<file path="config.mk">
export PLATFORM = sky130hd
export DESIGN_NAME = demux_scan_ctrl
export DESIGN_NICKNAME = d
export VERILOG_FILES = /design/src/rtl/demux_pkg.sv /design/src/rtl/rr_pick.sv /design/src/rtl/demux_scan_ctrl.sv
export SDC_FILE = /design/constraint.sdc
export NUM_CORES = 1
export LEC_CHECK = 0
export CORE_MARGIN = 2
export CORE_UTILIZATION = 50
export CTS_CLUSTER_SIZE = 25
export DETAILED_ROUTE_END_ITERATION = 6
export DONT_BUFFER_PORTS = 1
export GPL_TIMING_DRIVEN = 0
export HOLD_SLACK_MARGIN = 0.03
export PLACE_DENSITY = 0.69
export SYNTH_ARGS = -nofsm -noshare
export SYNTH_HDL_FRONTEND = slang
export SYNTH_SLANG_ARGS = --single-unit
</file>
<file path="constraint.sdc">
create_clock -name CLK -period 4.5 [get_ports CLK]
set_input_delay 0.45 -clock CLK [delete_from_list [all_inputs] [get_ports CLK]]
set_output_delay 0.45 -clock CLK [all_outputs]
set_load 0.01 [all_outputs]
</file>
<file path="src/rtl/demux_pkg.sv">
// Shared types and sizes for the 1-to-8 demux scan controller.
package demux_pkg;

    localparam int unsigned N_CH  = 8;
    localparam int unsigned SEL_W = $clog2(N_CH);

    typedef enum logic {
        IDLE,
        HOLD
    } scan_state_t;

    typedef logic [SEL_W-1:0] sel_t;

endpackage

</file>
<file path="src/rtl/rr_pick.sv">
// Round-robin finder: first enabled channel at or after ptr, wrapping mod N_CH.
module rr_pick
    import demux_pkg::*;
(
    input  logic [N_CH-1:0] mask,
    input  sel_t            ptr,
    output sel_t            idx,
    output logic            any
);

    sel_t cand;
    logic found;

    // Scan ptr, ptr+1, ... and keep the first enabled channel.
    always_comb begin
        idx   = '0;
        any   = |mask;
        cand  = '0;
        found = 1'b0;
        for (int unsigned i = 0; i < N_CH; i++) begin
            cand = sel_t'(32'(ptr) + i);
            if (!found && mask[cand]) begin
                idx   = cand;
                found = 1'b1;
            end
        end
    end

endmodule

</file>
<file path="src/rtl/demux_scan_ctrl.sv">
// Upstream controller for a 1-to-8 demux: accepts single bits over valid/ready,
// presents each on SEL/D for HOLD_CYC clocks round-robin across enabled
// channels, and pulses STROBE in the last hold cycle.
module demux_scan_ctrl
    import demux_pkg::*;
#(
    parameter int unsigned HOLD_CYC = 4
) (
    input  logic            CLK,
    input  logic            RST,
    input  logic [N_CH-1:0] EN_MASK,
    input  logic            IN_D,
    input  logic            IN_VALID,
    output logic            IN_READY,
    output sel_t            SEL,
    output logic            D,
    output logic            STROBE,
    output logic            BUSY
);

    localparam int unsigned      CNT_W    = $clog2(HOLD_CYC + 1);
    localparam logic [CNT_W-1:0] CNT_LOAD = CNT_W'(HOLD_CYC - 1);

    scan_state_t      state, state_next;
    logic [CNT_W-1:0] cnt;
    sel_t             ptr;
    sel_t             pick_idx;
    logic             pick_any;
    logic             accept;
    logic             last;

    rr_pick u_pick (
        .mask (EN_MASK),
        .ptr  (ptr),
        .idx  (pick_idx),
        .any  (pick_any)
    );

    // Handshake, strobe and next-state decode; ready is masked while in reset.
    always_comb begin
        IN_READY   = (state == IDLE) && pick_any && !RST;
        accept     = IN_READY && IN_VALID;
        last       = (state == HOLD) && (cnt == '0);
        STROBE     = last;
        state_next = state;
        case (state)
            IDLE:    if (accept) state_next = HOLD;
            HOLD:    if (last)   state_next = IDLE;
            default: state_next = IDLE;
        endcase
    end

    // State register.
    always_ff @(posedge CLK or posedge RST) begin
        if (RST) state <= IDLE;
        else     state <= state_next;
    end

    // Output registers, hold counter and round-robin pointer.
    always_ff @(posedge CLK or posedge RST) begin
        if (RST) begin
            SEL  <= '0;
            D    <= 1'b0;
            BUSY <= 1'b0;
            cnt  <= '0;
            ptr  <= '0;
        end else if (accept) begin
            D    <= IN_D;
            SEL  <= pick_idx;
            cnt  <= CNT_LOAD;
            BUSY <= 1'b1;
        end else if (state == HOLD) begin
            if (last) begin
                BUSY <= 1'b0;
                D    <= 1'b0;
                ptr  <= SEL + 1'b1;
            end else begin
                cnt  <= cnt - 1'b1;
            end
        end
    end

endmodule

</file>
[Yosys cells after proc, flatten, opt, wreduce, memory -nomap -nowiden]
Cells that the tools add are included.
Word-level totals
  register bits after elaboration: 12
  bits of input ports: 12
  output and inout port bits: 7
  word-level logic and storage cells: 93
Cells by class
  add/subtract/negate cells: 9
  order comparisons: 8
  equal/unequal tests: 1
  multiplexer cells: 41
  bitwise logic cells: 2
  reductions and logical operators: 26
Operator list (count)
  two-way mux 3 bit: 11
  < comparator 3 x 4 -> 1 bit, second input constant: 8
  binary-select mux 1 bit (select 3 bit): 8
  two-way mux 1 bit: 21
  adder 3 bit, second input constant: 4
  logical AND 1 bit: 11
  logical NOT 1 bit: 8
  OR reduction 8 bit: 1
  adder 3 x 1 -> 3 bit, second input constant: 2
  adder 3 x 2 -> 3 bit, second input constant: 2
  AND reduction 2 bit: 2
  nonzero test 2 bit: 2
  logical NOT 3 bit: 1
  AND reduction 3 bit: 1
  subtractor 3 x 1 -> 3 bit, second input constant: 1
  inequality test 2 x 1 -> 1 bit, second input constant: 1
  inverter 1 bit: 2
  one-hot mux 1 bit (2 select lines): 1

[Logic depth before layout (Yosys ltp)]
Gate-level depths: netlist of run 1.
  word-level depth: 24
  depth in mapped cells: 12
  mapped depth without buffers: 9

[Modules after synthesis]
A second synthesis of run 1 with hierarchy kept.
Unflattened totals
  cell total of the unflattened synthesis: 163
  area, all modules: 1665.3 µm²
Modules (own cells, without submodules)
  rr_pick: instances 1, cells each 116, area each 1113.6 µm², sequential area each 0.0 µm²
  demux_scan_ctrl: instances 1, cells each 47, area each 551.8 µm², sequential area each 300.3 µm²

[Worst setup path after synthesis of run 1]
No wires, ideal clock.
  path type: register -> register
  start: reg ptr[1]
  end: reg SEL[1]
  setup time: 0.077 ns
  arrival time: 3.219 ns
  slack: 1.203 ns
  cell stages (with the launch flop): 13
  cell sequence: dfrtp_1 buf_2 buf_1 inv_1 ha_1 buf_6 mux2_4 mux4_2 mux2i_4 nand4_4 o32a_1 o221a_1 a21oi_1
Between the ends
  word-level cells in the longest chain between the ends: 24
  elaborated cells between the ends (all ways): 52
RTL lines
  start, declared: RTL line demux_scan_ctrl.sv:26  | sel_t ptr;
  start signal, assigned: RTL line demux_scan_ctrl.sv:76  | ptr <= SEL + 1'b1;
  parallel branches: the longest is 23 deep, another holds adder 3 x 1 -> 3 bit
  two-way mux 3 bit (*): RTL line rr_pick.sv:22  | if (!found && mask[cand]) begin
  end signal, assigned: RTL line demux_scan_ctrl.sv:69  | SEL <= pick_idx;
  end, declared: RTL line demux_scan_ctrl.sv:15  | output sel_t SEL,
Every way passes the cells marked *. The select of a mux whose other input is x is not followed.
A chain may end at the register's enable or synchronous reset.

[Worst setup path after layout of run 1]
  start: reg ptr[1]
  end: reg SEL[2]
The elaborated chain is that of the path after synthesis.

==> flow_summary_export.csv, run 1 <==
group,metric,value,unit
clocking,clk_pin_slew,70,ps
setup_path,slowest_delay,520,ps
die,die_area,3170,um^2
logic_synthesis,synthesis.area,1370,um^2
setup_path,path_buf_inv,4,
logic_synthesis,yosysTopAreaCellShare,0.220,
timing,fin_worst_skew,2.77,ps
layout,final_cells,183,
setup_path,cp_slowest_cell,"mux4_2",
timing,grt_setup_unrepaired,"false",
global_routing,grt_pass1_wl,5.76,mm
logic_synthesis,synth_edf_count,0,
layout,nNetsFinal,171,
clocking,cts_max_level,1,
status,status,"completed",
drt,wl_met3,221,um
placement,dp_cells,179,
drt,wl_per_cell,18.3,um
setup_path,path_cells,"buf_2, buf_1, inv_1, ha_1, buf_6, mux2_4, mux4_2, mux2i_4, nand4_4, nor3_1, mux2i_1, o21ai_1",
setup_path,timing.reg2reg.setup_slack,700,ps
timing,setup_viol,0,
setup_path,cp-start-kind,"flip-flop",
layout,drive_gt1_frac,0.163,
timing,finalHoldViolations,0,
timing,fin_crit_sh,0.845,
timing,slew_viol_final,0,
timing,fin_crit,3800,ps
setup_path,timing.rr.start,"ptr[1]$_DFFE_PP0P_",
power,power_leakage,0.598,nW
timing,relSlewSlack,0.585,
global_routing,grt_max_degree,13,
placement,placed_area,1400,um^2
logic_synthesis,async_flop_share,1.00,
worst_hold_path,hp-class,"in2async",
global_routing,grt_pass1_vias,1200,
die,die_y,56.3,um
global_routing,antenna_found_initial,0,
global_routing,grt.total_usage,0.230,
setup_path,cp.arrival,3950,ps
drt,dr_wl_met2,1.61,mm
logic_synthesis,synth.avg_cell_area,9.17,um^2
run,maxCapViolCount,0,
logic_synthesis,syn-num-nets,166,
placement,dp_hpwl,2.63,mm
clocking,clk_latency,260,ps
setup_path,critPathCaptureType,"flip-flop",
logic_synthesis,synth_cells,149,
layout,diodes,0,
timing,tightest_slew,619,ps
clocking,cts_setup_buffers,0,
setup_path,crit_path_max_fanout,10,
logic_synthesis,synthTopCellsByArea,"dfrtp_1, mux4_2, mux2i_1, nand2_1, ha_1",
drt,drt-met1-wl,1.43,mm
clocking,cts_root_buffer,"clkbuf_4",
clocking,cts_hold_buf,0,
clocking,cts_buffer_depth,2,
logic_synthesis,ys_ff_latch,12,
logic_synthesis,ys_seq_area_frac,0.220,
timing,max_freq,0.263,GHz
clocking,cts_inserted_buffers,3,
timing,timing.setup.tns,0,ps
power,irDropWorstVdd,0.000497,V
logic_synthesis,yosys.area.top_type,"dfrtp_1",
die,core_area,2520,um^2
die,initial_utilization,0.542,
drt,wirelength,3.35,mm
placement,gp_congestion,0.897,
logic_synthesis,yosys_warnings,0,
setup_path,path_delay_family,"multiplexers",
clocking,numClockSinks,12,
power,power_per_cell_area,917,nW/um^2
drt,first_iter_violations,28,
layout,fin_area,1440,um^2
die,rows,18,
drt,routed_via_density,6.72,
logic_synthesis,synth_ff_type,"dfrtp_1",
drt,top_layer_used,"met4",
drt,drc,0,
placement,numPortBuffers,0,
drt,antenna_left,0,
setup_path,cp.required,4640,ps
setup_path,ff2ff_path_depth,12,
layout,area_growth,5.40,%
setup_path,crit_type,"reg2reg",
drt,drt_first_pass_iters,4,
logic_synthesis,ys_types,43,
die,chipWidth,56.3,um
global_routing,overflow,0,
clocking,ctsResizeCount,0,
setup_path,reg2reg_to,"SEL[2]$_DFFE_PP0P_",
clocking,tritoncts,"yes",
drt,via_count,1230,
die,pin_count,19,
## layout make-up
class / instances / area (um^2)
plain buffers: 6 / 33.8
clock buffers: 4 / 36.3
fillers: 238 / 1080
inverters: 11 / 41.3
multi-input cells: 120 / 991
flip-flops and latches: 12 / 300
well taps: 30 / 37.5
## Yosys cell counts, types with 2 or more instances
cell type	number
a2111oi_0	2
mux2_2	3
ha_1	5
nand3_1	2
buf_1	2
xnor2_1	3
buf_2	3
nor4_1	4
nor2_1	10
nand2b_1	2
a211oi_1	6
a31oi_1	2
mux4_2	9
xor2_1	3
dfrtp_1	12
inv_1	10
nor3_1	2
mux2i_1	11
nand2_1	17
a21oi_1	11
nor2b_1	4
o21ai_0	5
## power breakdown
group / switching, mW / total, mW / internal (mW)
sequential: 0.0530 / 0.213 / 0.160
clock: 0.0342 / 0.0833 / 0.0491
combinational: 0.592 / 1.02 / 0.433
total: 0.679 / 1.32 / 0.642
## worst max path at each step
stage	startpoint	endpoint	slack, ps	depth (start not counted)
finish	ptr[1]$_DFFE_PP0P_	SEL[2]$_DFFE_PP0P_	700	12
global placement	ptr[1]$_DFFE_PP0P_	SEL[2]$_DFFE_PP0P_	810	12
floorplan	ptr[1]$_DFFE_PP0P_	SEL[1]$_DFFE_PP0P_	1200	12
CTS	ptr[1]$_DFFE_PP0P_	SEL[2]$_DFFE_PP0P_	750	12
global route	ptr[1]$_DFFE_PP0P_	SEL[2]$_DFFE_PP0P_	450	12
detailed placement	ptr[1]$_DFFE_PP0P_	SEL[2]$_DFFE_PP0P_	770	12
## cell usage in the layout (no fill, tap or decap), drive strengths merged, types with 2 or more instances in the layout
master / Yosys / routed
nand2: 17 / 17
dfrtp: 12 / 12
mux2i: 12 / 12
a21oi: 11 / 11
inv: 11 / 11
nor2: 10 / 10
mux4: 9 / 9
a211oi: 6 / 6
o21ai: 6 / 6
buf: 6 / 6
ha: 5 / 5
nor2b: 4 / 4
nor4: 4 / 4
mux2: 4 / 4
clkbuf: 0 / 4
xor2: 3 / 3
xnor2: 3 / 3
nand3: 2 / 2
a2111oi: 2 / 2
a31oi: 2 / 2
nand2b: 2 / 2
nor3: 2 / 2
o22ai: 2 / 2
## per-layer routing
layer | GRT usage | vias up
li1 | - | 576
met1 | 0.298 | 594
met2 | 0.378 | 50
met3 | 0.0415 | 10
met4 | 0.0918 | 0
met5 | 0 | -
## worst register-to-register path, delay by kind of cell, from the launching register on
| family | cells | cell delay (ps) |
|---|---|---|
| simple gates | 2 | 500 |
| fa+ha+maj | 1 | 410 |
| compound gates | 1 | 80 |
| flops | 1 | 340 |
| buf+inv | 4 | 970 |
| mux | 4 | 1390 |
## registers in the layout, summed over array words and instances (netlist names)
register,count
state,1
D,1
ptr,3
BUSY,1
SEL,3
cnt,3
## through the flow
| step | hold WS (ps) | util | worst slack, ps | power, mW |
|---|---|---|---|---|
| after floorplan | 315 | - | 1200 | 1.03 |
| after global placement | 367 | 0.557 | 814 | 1.18 |
| after detailed placement | 371 | 0.557 | 772 | 1.22 |
| after CTS | 78.3 | 0.571 | 755 | 1.31 |
| after global routing | 102 | 0.571 | 448 | 1.45 |
| final | 70.5 | 0.571 | 697 | 1.32 |
## logic make-up (layout without fill, tap and decap cells)
| group | after synthesis | after routing | share of synthesized area |
|---|---|---|---|
| AO/OA/AOI/OAI | 39 | 39 | 0.194 |
| XOR/XNOR | 6 | 6 | 0.0385 |
| adder cells (fa/ha/maj) | 5 | 5 | 0.0458 |
| buffers and inverters | 17 | 21 | 0.0549 |
| flip-flops | 12 | 12 | 0.220 |
| multiplexers | 25 | 25 | 0.281 |
| AND/OR/NAND/NOR | 45 | 45 | 0.166 |
Power figures use the tool's default switching activity.
==> run 2, diff against run 1 <==
--- a/config.mk
+++ b/config.mk
@@ -5,6 +5,7 @@
 export SDC_FILE = /design/constraint.sdc
 export NUM_CORES = 1
 export LEC_CHECK = 0
+export ABC_AREA = 1
 export CORE_MARGIN = 2
 export CORE_UTILIZATION = 50
 export CTS_CLUSTER_SIZE = 25
@@ -12,7 +13,7 @@
 export DONT_BUFFER_PORTS = 1
 export GPL_TIMING_DRIVEN = 0
 export HOLD_SLACK_MARGIN = 0.03
-export PLACE_DENSITY = 0.69
+export PLACE_DENSITY = 0.72
 export SYNTH_ARGS = -nofsm -noshare
 export SYNTH_HDL_FRONTEND = slang
 export SYNTH_SLANG_ARGS = --single-unit
==> constraint.sdc (replaced) <==
create_clock -name CLK -period 3.1 [get_ports CLK]
set_input_delay 0.31 -clock CLK [delete_from_list [all_inputs] [get_ports CLK]]
set_output_delay 0.31 -clock CLK [all_outputs]
set_load 0.01 [all_outputs]
==> run 2 against run 1 <==
Register-to-register slack worse by 160 ps. Die area fell by 8.2%. Cell area is 7.6% lower. Highest routed layer unchanged. Clock power grew 48%. Area after synthesis fell by 8.8%. Critical endpoint unchanged. Clock skew is 2.1 ps higher. Critical path type unchanged.
==> flow_summary_export.csv, run 2 <==
group,metric,value,unit
clocking,clk_pin_slew,80,ps
timing,max_freq,0.390,GHz
setup_path,cp.arrival,2730,ps
run,maxCapViolCount,0,
power,irDropWorstVdd,0.000712,V
logic_synthesis,synth.avg_cell_area,6.85,um^2
placement,dp_slack,608,ps
logic_synthesis,ys_seq_area_frac,0.241,
clocking,cts_inserted_buffers,3,
drt,wirelength,2.82,mm
timing,slew_viol_final,0,
setup_path,cp-start-kind,"flip-flop",
placement,dp_hpwl,2.25,mm
timing,fin_worst_skew,4.89,ps
clocking,clk_latency,270,ps
die,initial_utilization,0.517,
layout,diodes,0,
logic_synthesis,synthesis.area,1250,um^2
drt,drt_first_pass_iters,4,
global_routing,grt_max_degree,13,
logic_synthesis,synth_edf_count,0,
layout,final.fill_count,252,
logic_synthesis,synth_cells,182,
setup_path,cp.required,3260,ps
power,p_clk_frac,0.072,
power,power_per_cell_area,1290,nW/um^2
layout,final_cells,217,
setup_path,crit_path_max_fanout,9,
setup_path,critPathCaptureType,"flip-flop",
placement,dp_cells,212,
power,p_sw,979,uW
clocking,ctsResizeCount,0,
placement,numPortBuffers,0,
timing,fin_crit,2560,ps
global_routing,antenna_found_initial,0,
layout,drive_gt1_frac,0.171,
logic_synthesis,syn-num-nets,199,
power,finalPower,1.72,mW
layout,mostFrequentLayoutCell,"nand2_1",
clocking,tritoncts,"yes",
timing,grt_setup_unrepaired,"false",
clocking,cts_hold_buf,1,
power,seq_power_share,0.174,
timing,finalHoldViolations,0,
clocking,cts_root_buffer,"clkbuf_4",
layout,final_cell_mix,"nand2_1, nand3_1, inv_1",
timing,fin_crit_sh,0.827,
logic_synthesis,synthTopCellsByArea,"dfrtp_1, nand2_1, nand3_1, ha_1, nand3_2",
clocking,cts_max_level,1,
setup_path,crit_type,"reg2reg",
layout,top_regs,"SEL x3, cnt x3, ptr x3",
clocking,numClockSinks,12,
logic_synthesis,yosysTopAreaCellShare,0.241,
status,status,"completed",
timing,setup_ws,536,ps
logic_synthesis,yosys.area.top_type,"dfrtp_1",
die,die_y,53.9,um
die,rows,18,
layout,area_growth,6.73,%
drt,routed_via_density,5.46,
global_routing,grt_pass1_wl,4.77,mm
drt,drc,0,
logic_synthesis,async_flop_share,1.00,
die,chipWidth,53.9,um
timing,relSlewSlack,0.677,
timing,setup_viol,0,
drt,via_count,1185,
global_routing,overflow,0,
placement,gp_congestion,0.935,
logic_synthesis,ys_types,31,
drt,antenna_left,0,
drt,first_iter_violations,18,
power,combPwrFrac,0.754,
drt,wl_per_cell,13.0,um
logic_synthesis,synth_commonest_cells,"nand2_1, nand3_1, inv_1",
power,netSwitchingFraction,0.569,
die,core_area,2410,um^2
logic_synthesis,ys_ff_latch,12,
worst_hold_path,hp-class,"in2reg",
die,die_area,2910,um^2
layout,nNetsFinal,205,
logic_synthesis,synth_ff_type,"dfrtp_1",
power,power_leakage,0.705,nW
logic_synthesis,yosys_warnings,0,
timing,timing.setup.tns,0,ps
logic_synthesis,synth.most_common_cell,"nand2_1",
power,intPower,741,uW
die,pin_count,19,
timing,tightest_slew,483,ps
clocking,cts_setup_buffers,0,
clocking,cts_buffer_depth,2,
global_routing,grt.total_usage,0.226,
global_routing,grt_pass1_vias,1168,
==> run 2: cell count changes after synthesis, moves of 9 or more <==
cell	before	now
a21oi_1	11	0
mux2i_1	11	0
mux4_2	9	0
nand2_1	17	61
nand3_1	2	24
==> run 2: path summary, 6_finish.rpt <==
path	startpoint	slack, ps	end	cells past startpoint
worst max-delay path	ptr[1]$_DFFE_PP0P_	540	SEL[2]$_DFFE_PP0P_	15
worst min-delay path	IN_D	150	D$_DFFE_PP0P_	2
worst max register to register	ptr[1]$_DFFE_PP0P_	540	SEL[2]$_DFFE_PP0P_	15
worst min register to register	cnt[1]$_DFFE_PP0P_	520	cnt[1]$_DFFE_PP0P_	2
max in group asynchronous	RST	2320	ptr[2]$_DFFE_PP0P_	2
min in group asynchronous	RST	470	state$_DFF_PP0_	2
==> run 2: layout make-up <==
type                            instances  area (um^2)  share of cell area
Buffer                                  3         33.8              0.0254
Clock buffer                            4         36.3              0.0273
Inverter                               20         76.3              0.0574
Multi-Input combinational cell        147          836               0.628
Sequential cell                        12          300               0.226
Tap cell                               30         37.5              0.0282
Timing Repair Buffer                    1         10.0             0.00753
==> run 2: worst max-delay path, cell delays in order, from the launching register on <==
cell and delay [ps]:
dfrtp_1 370, buf_6 160, clkinv_2 150, ha_1 420, inv_2 170, nand3_1 130, nand2_1 80, nor2_1 40
a31oi_1 340, inv_2 80, nor2_4 150, nand2_2 80, o21ai_1 120, inv_1 50, nand2_1 60, nand2_1 60
==> run 2: per-layer routing <==
metal  up-vias  GRT usage  wire length (um)
li1        602          -                 -
met1       540      0.252              1240
met2        34      0.411              1390
met3         9     0.0333               108
met4         0      0.115                85
met5         -          0                 0
==> run 2: per-stage QoR <==
| stage | utilization | area (um^2) | hold WS (ps) |
|---|---|---|---|
| detailed placement | 0.533 | 1280 | 223 |
| CTS | 0.552 | 1330 | 140 |
| finish | 0.552 | 1330 | 147 |
| global route | 0.552 | 1330 | 143 |
| global placement | 0.533 | 1280 | 214 |
| floorplan | - | 1250 | 175 |
==> run 2: cell families (layout without fill, tap and decap cells) <==
logic type / count (synthesis) / after routing / share of synthesized area
buffers and inverters: 23 / 28 / 0.0883
AOI/OAI and AO/OA: 14 / 14 / 0.0643
xor gates and xnor gates: 5 / 5 / 0.0472
and+or+nand+nor: 123 / 123 / 0.509
adders and majority gates: 5 / 5 / 0.0502
DFF: 12 / 12 / 0.241
==> run 2: power groups by stage <==
stage | clock network (mW) | logic [mW] | registers [mW]
6_report | 0.123 | 1.30 | 0.300
5_1_grt | 0.134 | 1.46 | 0.307
4_1_cts | 0.128 | 1.29 | 0.302
3_5_place_dp | 0 | 1.28 | 0.304
3_3_place_gp | 0 | 1.25 | 0.299
2_1_floorplan | 0 | 1.07 | 0.290
==> run 3, diff against run 2 <==
==> constraint.sdc (replaced) <==
create_clock -name CLK -period 2.1 [get_ports CLK]
set_input_delay 0.21 -clock CLK [delete_from_list [all_inputs] [get_ports CLK]]
set_output_delay 0.21 -clock CLK [all_outputs]
set_load 0.01 [all_outputs]
==> run 3 against run 2 <==
The flow now finishes with violations (negative setup slack). Critical path depth unchanged. Non-clock buffer count up 12. Highest routed layer unchanged. Global-route usage down 0.65 points. Cell count up 5.5%.
==> flow_summary_export.csv, run 3 (synthesis gave the netlist of run 2 again) <==
group,metric,value,unit
global_routing,grt_max_degree,13,
worst_hold_path,hold_depth,2,
timing,slew_viol_final,0,
layout,fin_area,1510,um^2
placement,placed_area,1300,um^2
status,status,"finished, violations left",
clocking,numClockSinks,12,
setup_path,crit_type,"reg2reg",
clocking,tritoncts,"yes",
setup_path,cp-startpoint,"ptr[1]$_DFFE_PP0P_",
layout,mostFrequentLayoutCell,"nand2_1",
global_routing,overflow,0,
timing,tightest_slew,467,ps
placement,dp_slack,-229,ps
die,initial_utilization,0.517,
timing,finalHoldViolations,0,
timing,fin_crit,2100,ps
die,pin_count,19,
setup_path,path_buf_inv,2,
power,finalPower,2.98,mW
drt,wl_per_cell,13.7,um
drt,drc,0,
setup_path,slowest_delay,390,ps
setup_path,critPathCaptureType,"flip-flop",
layout,area_growth,21.2,%
worst_hold_path,hold_start,"IN_D",
layout,top_regs,"SEL x3, cnt x3, ptr x3",
timing,fin_crit_sh,1.00,
setup_path,cp_slowest_cell,"dfrtp_1",
clocking,cts_inserted_buffers,3,
power,power_leakage,0.778,nW
layout,drive_gt1_frac,0.266,
setup_path,crit_path_max_fanout,4,
drt,antenna_left,0,
placement,dp_cells,212,
setup_path,cp.arrival,2260,ps
drt,first_iter_violations,36,
layout,final.fill_count,191,
global_routing,grt_pass1_vias,1164,
placement,gp_congestion,0.897,
die,die_y,53.9,um
setup_path,ff2ff_path_depth,15,
layout,nNetsFinal,217,
global_routing,grt_pass1_wl,4.69,mm
placement,dp_hpwl,2.26,mm
setup_path,path_cells,"buf_4, ha_2, xor2_1, nand3_4, nand2_4, nor2_8, buf_4, nand2_1, nor2_1, nor2_1, nand3_1, nor2_1, nand2_1, nand2_1, nand2_1",
power,power_per_cell_area,1980,nW/um^2
setup_path,timing.reg2reg.setup_slack,-2,ps
run,maxCapViolCount,0,
drt,via_count,1298,
die,chipWidth,53.9,um
timing,relSlewSlack,0.688,
die,die_area,2910,um^2
setup_path,path_delay_family,"simple AND/OR/NAND/NOR gates",
power,irDropWorstVdd,0.00124,V
setup_path,cp.required,2260,ps
drt,routed_via_density,5.67,
layout,final_cells,229,
status,failed_checks,"negative setup slack",
timing,grt_setup_unrepaired,"true",
die,core_area,2410,um^2
setup_path,cpMostUsedCell,"nand2_1",
setup_path,timing.rr.start,"ptr[1]$_DFFE_PP0P_",
clocking,cts_max_level,1,
layout,final_cell_mix,"nand2_1, nand3_1, inv_1",
clocking,cts_root_buffer,"clkbuf_4",
die,rows,18,
setup_path,cp-start-kind,"flip-flop",
global_routing,grt.total_usage,0.219,
timing,setup_viol,1,
worst_hold_path,hp-class,"in2reg",
timing,fin_worst_skew,6.02,ps
drt,wirelength,3.14,mm
clocking,clk_pin_slew,80,ps
placement,numPortBuffers,0,
drt,drt_first_pass_iters,4,
timing,setup_ws,-1.83,ps
setup_path,cp.depth,15,
timing,max_freq,0.476,GHz
clocking,clk_latency,270,ps
clocking,cts_buffer_depth,2,
global_routing,antenna_found_initial,0,
layout,diodes,0,
-- run 3: metal layers --
metal / GRT usage / share of wire / up-vias
met5: 0 / 0 / -
met2: 0.392 / 0.54 / 57
met1: 0.258 / 0.39 / 596
li1: - / - / 633
met4: 0.103 / 0.022 / 0
met3: 0.0250 / 0.053 / 12
-- run 3: report_power, final --
group          internal, mW  switching (mW)
Clock                 0.105          0.0727
Combinational         0.901            1.46
Sequential            0.343           0.100
Total                  1.35            1.63
-- run 3: metrics by stage --
step | setup TNS (ps) | utilization | hold WS [ps]
2_1_floorplan | 0 | - | 74.7
3_3_place_gp | -453 | 0.538 | 117
3_5_place_dp | -583 | 0.538 | 134
4_1_cts | 0 | 0.579 | 55.6
5_1_grt | -377 | 0.627 | 64.2
6_report | -1.83 | 0.627 | 59.8
-- run 3: cell type report --
type | count | area [um^2] | area share
Tap cell | 30 | 37.5 | 0.0249
Sequential cell | 12 | 300 | 0.199
Timing Repair Buffer | 13 | 100 | 0.0663
Inverter | 20 | 92.6 | 0.0613
Buffer | 3 | 33.8 | 0.0224
Clock buffer | 4 | 36.3 | 0.0240
Multi-Input combinational cell | 147 | 910 | 0.602
-- run 3: repair_timing --
item                       in CTS  in global routing
hold endpoints to repair       12                  0
buffers inserted                3                  9
gates resized for setup         7                 10
setup endpoints to repair       3                  3
hold buffers                    1                  0
pin swaps                       1                 13
-- run 3: path summary, 6_finish.rpt --
kind	endpoint
setup / recovery	SEL[1]$_DFFE_PP0P_
hold / removal	D$_DFFE_PP0P_
setup reg to reg	SEL[1]$_DFFE_PP0P_
hold reg to reg	cnt[1]$_DFFE_PP0P_
max in group asynchronous	cnt[0]$_DFFE_PP0P_
min in group asynchronous	SEL[2]$_DFFE_PP0P_
